<file path="config.mk">
export PLATFORM = sky130hd
export DESIGN_NAME = op3_sequencer
export DESIGN_NICKNAME = d
export VERILOG_FILES = /design/src/rtl/op3_pkg.sv /design/src/rtl/op3_result_fifo.sv /design/src/rtl/op3_sequencer.sv
export SDC_FILE = /design/constraint.sdc
export NUM_CORES = 1
export LEC_CHECK = 0
export BUFFER_PORTS_ARGS = -buffer_cell sky130_fd_sc_hd__buf_2
export CAP_MARGIN = 0
export CORE_UTILIZATION = 25
export DETAILED_ROUTE_END_ITERATION = 6
export HOLD_SLACK_MARGIN = 0.02
export REMOVE_ABC_BUFFERS = 1
export SYNTH_ARGS = -nofsm -noshare
export SYNTH_HDL_FRONTEND = slang
export SYNTH_HIERARCHICAL = 1
export SYNTH_SLANG_ARGS = --single-unit
export TNS_END_PERCENT = 20
</file>
<file path="constraint.sdc">
create_clock -name clk -period 2.3 [get_ports clk]
set_input_delay 0.46 -clock clk [delete_from_list [all_inputs] [get_ports clk]]
set_output_delay 0.46 -clock clk [all_outputs]
set_load 0.01 [all_outputs]
</file>
<file path="src/rtl/op3_pkg.sv">
// Shared definitions for the three-operand sequencer: FSM states and
// width constants used by the top level and the result buffer.
package op3_pkg;

    localparam int DATA_W_DEF = 4;
    localparam int DONE_W     = 8;
    localparam int SETTLE_W   = 4;

    typedef enum logic [1:0] {
        ST_IDLE,
        ST_SETTLE,
        ST_CAPTURE
    } state_t;

endpackage

</file>
<file path="src/rtl/op3_result_fifo.sv">
// Small FIFO that holds function-unit results until the consumer takes them.
// Pointers wrap modulo FIFO_DEPTH, so any depth (not only powers of two) works.
module op3_result_fifo #(
    parameter int  DATA_W     = 4,
    parameter int  FIFO_DEPTH = 2,
    localparam int CNT_W      = $clog2(FIFO_DEPTH + 1),
    localparam int PTR_W      = (FIFO_DEPTH > 1) ? $clog2(FIFO_DEPTH) : 1
) (
    input  logic              clk,
    input  logic              rst_n,
    input  logic              push,
    input  logic              pop,
    input  logic [DATA_W-1:0] din,
    output logic [DATA_W-1:0] dout,
    output logic              full,
    output logic              empty,
    output logic [CNT_W-1:0]  count
);

    logic [DATA_W-1:0] mem [FIFO_DEPTH];
    logic [PTR_W-1:0]  wr_ptr;
    logic [PTR_W-1:0]  rd_ptr;
    logic              do_push;
    logic              do_pop;

    function automatic logic [PTR_W-1:0] ptr_inc(input logic [PTR_W-1:0] p);
        return (p == PTR_W'(FIFO_DEPTH - 1)) ? '0 : p + PTR_W'(1);
    endfunction

    assign full    = (count == CNT_W'(FIFO_DEPTH));
    assign empty   = (count == '0);
    assign do_pop  = pop && !empty;
    assign do_push = push && (!full || do_pop);
    assign dout    = empty ? '0 : mem[rd_ptr];

    // NOTE: storage is not reset; dout is masked while empty instead.
    always_ff @(posedge clk) begin
        if (do_push) begin
            mem[wr_ptr] <= din;
        end
    end

    always_ff @(posedge clk or negedge rst_n) begin
        if (!rst_n) begin
            wr_ptr <= '0;
            rd_ptr <= '0;
            count  <= '0;
        end else begin
            if (do_push) begin
                wr_ptr <= ptr_inc(wr_ptr);
            end
            if (do_pop) begin
                rd_ptr <= ptr_inc(rd_ptr);
            end
            case ({do_push, do_pop})
                2'b10:   count <= count + CNT_W'(1);
                2'b01:   count <= count - CNT_W'(1);
                default: count <= count;
            endcase
        end
    end

endmodule

</file>
<file path="src/rtl/op3_sequencer.sv">
// Drives one operand triple at a time into an external combinational unit,
// waits SETTLE_CYC cycles, captures its result and queues it for the consumer.
module op3_sequencer
    import op3_pkg::*;
#(
    parameter int DATA_W     = DATA_W_DEF,
    parameter int SETTLE_CYC = 2,
    parameter int FIFO_DEPTH = 2
) (
    input  logic              clk,
    input  logic              rst_n,
    input  logic              in_valid,
    output logic              in_ready,
    input  logic [DATA_W-1:0] in_a,
    input  logic [DATA_W-1:0] in_b,
    input  logic [DATA_W-1:0] in_c,
    output logic [DATA_W-1:0] fu_a,
    output logic [DATA_W-1:0] fu_b,
    output logic [DATA_W-1:0] fu_c,
    input  logic [DATA_W-1:0] fu_y,
    output logic              out_valid,
    input  logic              out_ready,
    output logic [DATA_W-1:0] out_y,
    output logic              busy,
    output logic [DONE_W-1:0] done_cnt
);

    localparam int CNT_W = $clog2(FIFO_DEPTH + 1);

    state_t              state;
    state_t              state_next;
    logic [SETTLE_W-1:0] settle_cnt;
    logic [SETTLE_W-1:0] settle_next;
    logic                accept;
    logic                push;
    logic                pop;
    logic                fifo_empty;
    logic                full_unused;
    logic [CNT_W-1:0]    fifo_count;

    assign in_ready  = rst_n && (state == ST_IDLE) && (fifo_count < CNT_W'(FIFO_DEPTH));
    assign out_valid = !fifo_empty;
    assign pop       = out_valid && out_ready;
    assign busy      = (state != ST_IDLE);

    // NOTE: defaults first so no path leaves a signal unassigned (no latch).
    always_comb begin
        state_next  = state;
        settle_next = settle_cnt;
        accept      = 1'b0;
        push        = 1'b0;
        unique case (state)
            ST_IDLE: begin
                if (in_valid && in_ready) begin
                    accept      = 1'b1;
                    settle_next = SETTLE_W'(SETTLE_CYC - 1);
                    state_next  = ST_SETTLE;
                end
            end
            ST_SETTLE: begin
                if (settle_cnt == '0) begin
                    state_next = ST_CAPTURE;
                end else begin
                    settle_next = settle_cnt - SETTLE_W'(1);
                end
            end
            ST_CAPTURE: begin
                push       = 1'b1;
                state_next = ST_IDLE;
            end
            default: state_next = ST_IDLE;
        endcase
    end

    always_ff @(posedge clk or negedge rst_n) begin
        if (!rst_n) begin
            state      <= ST_IDLE;
            settle_cnt <= '0;
            fu_a       <= '0;
            fu_b       <= '0;
            fu_c       <= '0;
            done_cnt   <= '0;
        end else begin
            state      <= state_next;
            settle_cnt <= settle_next;
            if (accept) begin
                fu_a <= in_a;
                fu_b <= in_b;
                fu_c <= in_c;
            end
            if (pop) begin
                done_cnt <= done_cnt + DONE_W'(1);
            end
        end
    end

    op3_result_fifo #(
        .DATA_W     (DATA_W),
        .FIFO_DEPTH (FIFO_DEPTH)
    ) u_fifo (
        .clk   (clk),
        .rst_n (rst_n),
        .push  (push),
        .pop   (pop),
        .din   (fu_y),
        .dout  (out_y),
        .full  (full_unused),
        .empty (fifo_empty),
        .count (fifo_count)
    );

endmodule

</file>
Yosys cells after proc, flatten, opt, wreduce, memory -nomap -nowiden
Memories as Yosys holds them, arrays and structs flattened.
Index checks and enable logic that the tools add are counted.

storage, ports and cells
  register bits after elaboration = 30
  bits in writable memories = 8
  input bits = 20
  output and inout bits = 27
  word-level logic and storage cells = 57
  memories kept = 1

memory list
  memory      depth  bits a word  rd ports  clocked after memory_dff  write ports  RTL line               source
  u_fifo.mem  2      4            1         0                         1            op3_result_fifo.sv:20  logic [DATA_W-1:0] mem [FIFO_DEPTH];

operators by class
  add/subtract/negate cells = 6
  magnitude comparators = 1
  eq/ne operators = 8
  mux-type cells = 15
  reductions and logical operators = 17

operators by type and width
  cell                   count
  $mux W4                3
  $add A8 B1 Y8 const B  1
  $pmux W2 S2            2
  $pmux W4 S2            1
  $mux W1                7
  $eq A2 B2 Y1 const B   3
  $logic_and A1 B1 Y1    6
  $reduce_bool A2 Y1     3
  $eq A2 B1 Y1 const B   2
  $logic_not A2 Y1       2
  $logic_not A4 Y1       1
  $mux W2                2
  $ne A2 B2 Y1 const B   2
  $sub A4 B1 Y4 const B  1
  $reduce_and A3 Y1      1
  $add A1 B1 Y1 const B  2
  $add A2 B1 Y2 const B  1
  $logic_not A1 Y1       2
  $lt A2 B2 Y1 const B   1
  $ne A2 B1 Y1 const B   1
  $reduce_and A2 Y1      1
  $sub A2 B1 Y2 const B  1
  $logic_or A1 B1 Y1     1

Depth between registers and ports, before layout
  depth after elaboration = 8
  gate-level depth with buffers = 6
  gate-level depth less buffers = 5

Hierarchy
Netlist, hierarchy kept.

by module, submodules not included
  module           instances  cells each  area an instance (µm²)  seq. area each (µm²)
  op3_sequencer    1          84          1188.6                  650.6
  op3_result_fifo  1          45          563.0                   340.3

Worst setup path after synthesis
Ideal clock, no wire load.

  path type = register to register
  start = reg u_fifo.count[1]
  end = reg u_fifo.count[0]
  setup time = 0.139 ns
  arrival time = 1.703 ns
  required time = 2.161 ns
  path slack = 0.459 ns
  cell stages (with the launch flop) = 7
  path buffers = 2
  period minus slack after synthesis = 1.841 ns
  cells stage by stage = dfrtp_1 > clkbuf_2 > nor2_1 > nor2b_1 > clkbuf_1 > and3_1 > or4_1

between the ends
  word-level cells in the longest chain between the ends = 8
  elaborated cells between the ends (all ways) = 12
  those cells by class = eq/ne: 3; mux: 1; reduce/logical: 8

ends and longest elaborated chain
  item                                                      RTL line               source
  start, declared                                           op3_result_fifo.sv:17  output logic [CNT_W-1:0] count
  start signal, assigned                                    op3_result_fifo.sv:56  2'b10: count <= count + CNT_W'(1);
  start signal, assigned                                    op3_result_fifo.sv:57  2'b01: count <= count - CNT_W'(1);
  start signal, assigned                                    op3_result_fifo.sv:58  default: count <= count;
  $logic_not A2 Y1 *                                        op3_result_fifo.sv:31  assign empty = (count == '0);
  net fifo_empty                                            op3_sequencer.sv:37    logic fifo_empty;
  $logic_not A1 Y1 *                                        op3_sequencer.sv:42    assign out_valid = !fifo_empty;
  $logic_and A1 B1 Y1 *                                     op3_sequencer.sv:43    assign pop = out_valid && out_ready;
  net pop                                                   op3_sequencer.sv:36    logic pop;
  $logic_and A1 B1 Y1 *                                     op3_result_fifo.sv:32  assign do_pop = pop && !empty;
  $logic_or A1 B1 Y1                                        op3_result_fifo.sv:33  assign do_push = push && (!full || do_pop);
  $logic_and A1 B1 Y1                                       op3_result_fifo.sv:33
  $eq A2 B1 Y1 / $eq A2 B2 Y1 (equally long branches)       op3_result_fifo.sv:55  case ({do_push, do_pop})
  $pmux W2 S2 / $reduce_bool A2 Y1 (equally long branches)  n/a

The timed path passes the listed nets; every way through them passes the cells marked *.
A chain may end at the register's enable or synchronous reset.

Worst setup path after layout
  start = reg u_fifo.count[1]
  end = mem u_fifo.mem[0][0], enable pin

between the ends
  word-level cells in the longest chain between the ends = 8
  elaborated cells between the ends (all ways) = 10
  those cells by class = eq/ne: 1; mux: 2; reduce/logical: 7

ends and longest elaborated chain
  item                             RTL line                                    source
  $logic_not A2 Y1 *               op3_result_fifo.sv:31
  net fifo_empty                   op3_sequencer.sv:37
  $logic_not A1 Y1 *               op3_result_fifo.sv:32, op3_sequencer.sv:42
  $logic_and A1 B1 Y1              op3_sequencer.sv:43
  $logic_and A1 B1 Y1 *            op3_result_fifo.sv:32
  $logic_or A1 B1 Y1 *             op3_result_fifo.sv:33
  $logic_and A1 B1 Y1 *            op3_result_fifo.sv:33
  $mux W1 *                        op3_result_fifo.sv:38                       if (do_push) begin
  $mux W1 (implied by the code) *  op3_result_fifo.sv:39                       mem[wr_ptr] <= din;
  end, declared                    op3_result_fifo.sv:20

Marked as above.

==> run metrics <==
fillcell total=684; routed len/inst=11.7 microns; Worst-path clk slew=0.08 ns; dpl ws=0.386 ns; dpl hpwl=2.18 mm; Final Setup Violations=0; cts hold-fix bufs=0; maximum clock rate=0.531 GHz; initial antenna violation count=0; Die W=85.6 microns; CP max FO=10; cts bufs inserted=5; Fin Setup TNS=0 ns; setup ws final=0.417 ns; clock root buffer=clkbuf_8; post-layout net count=201; Vias/cell=4.41; Synth Warn #=6; synthesized area=1750 sq um; Sw Ratio=33.4%; clock sink count=38; row cnt=30; maximum VDD drop=0.297 mV; drc violations=0; Comb power frac=38.1%; Final GP Congestion=0.713; H-Tree Depth=2; Reg power frac=40.0%; relative slew slack=67.5%; final hold vios=0; Worst-Margin Slew=0.487 ns; most common cell after layout, fill and taps aside=buf_2; post_cts resized=0; CP Capture Type=flop; area grow syn2layout=25.5%; Die Span Y=85.6 microns; fin. max-slew vios=0; P_int=1910 uW; Data required, critical path=2.25 ns; io pins=47; Worst setup SP type=flop; register area=991 sq um; status=completed; share of cells above drive strength 1=42.5%; FF-to-FF setup slack=0.42 ns; worst-skew pair later-pin latency=0.29 ns; Routed Antenna Nets=0; first-pass GRT wire length=4.99 mm; LEAKAGE=0.00106 uW; vias in the first global route=1,040; average cell area after synthesis=13.6 sq um; Die ar.=7320 sq um; Final min period=1.88 ns; Setup Skew=0.00580 ns; Antenna Diode Count=0; most frequent cells in the layout=buf_2, dfrtp_1, mux2_4; multi-input logic area=699 sq um; Final Power=2870 uW; Syn Inst Count=128; Core Footprint=6760 sq um; Net Switching=957 uW; RSZ-0062 raised after global routing=false; P per Cell Area=1310 nW/um^2; final wirelength=3.02 mm; Total Routing Usage GR=8.83%; worst flop-to-flop path startpoint=u_fifo/count[1]; initial DRC count=57; Setup CP Type=flop to flop; RR Endpoint=u_fifo/mem[0][0]; first drt pass iteration count=4; post-CTS setup buffers=0; total gr overflow=0; Clk pwr share=21.9%; Initial Util=25.8%; clock buffer depth=2; Tightest Hold Check Type=input port to asynchronous set/reset pin; r2r worst-path depth=4; CP arrival=1.84 ns; Final Instance Area=2190 sq um; Final period util=81.9%; largest net degree at the start of global routing=31; Max-Cap Viols=0; Vias=1,141; post-placement cell area=2060 sq um; Port Buffers=46; CTS tree=built
## worst max-delay path: stages, from the launching register on
cell and delay [ns]:
dfrtp_1 0.53, nor2_1 0.10, nor2b_1 0.41, nor3b_1 0.16, nor2_1 0.35
## metrics by stage
step                utilization [%]  std cells  hold WS [ns]
CTS                            32.4        259         0.212
global route                   32.4        259         0.237
finish                         32.4        259         0.206
floorplan                         -        122         0.164
detailed placement             30.5        251         0.464
global placement               30.5        251         0.456
## final cells by class
class,instances,share of cell area [%]
flip-flops and latches,38,45.2
inverters,4,0.685
clock inverters,2,1.77
multi-input cells,80,31.9
repair buffers,49,11.5
clock buffers,6,4.28
well taps,80,4.57
## how the worst max path moves through the flow
stage / from / to / slack (ns) / cells after the start
floorplan: u_fifo/count[1] / u_fifo/count[0] / 0.47 / 4
global placement: u_fifo/count[1] / u_fifo/mem[0][1] / 0.45 / 4
detailed placement: u_fifo/count[1] / u_fifo/mem[0][1] / 0.39 / 4
CTS: u_fifo/count[1] / u_fifo/mem[0][0] / 0.37 / 4
global route: u_fifo/count[1] / u_fifo/mem[0][0] / 0.18 / 4
finish: u_fifo/count[1] / u_fifo/mem[0][0] / 0.42 / 4
## registers in the layout, indices dropped and copies added, names as in the netlist
| name | count |
|---|---|
| u_fifo/count | 2 |
| fu_c | 4 |
| u_fifo/rd_ptr | 1 |
| u_fifo/mem | 8 |
| fu_a | 4 |
| settle_cnt | 4 |
| u_fifo/wr_ptr | 1 |
| fu_b | 4 |
| done_cnt | 8 |
| state | 2 |
## power by group through the flow
stage / combinational [uW] / clock (uW) / sequential, uW
final: 1090 / 629 / 1150
after global routing: 1220 / 668 / 1190
after CTS: 1120 / 647 / 1150
after detailed placement: 1110 / 0 / 1160
after global placement: 1100 / 0 / 1150
after floorplan: 674 / 0 / 1200
## per-layer routing
layer  routed length [microns]  GRT usage (%)
met1                      1430           10.9
met2                      1370           13.8
met3                       154           3.18
met4                        57           4.09
met5                         0              0
(Power assumes the default switching activity.)
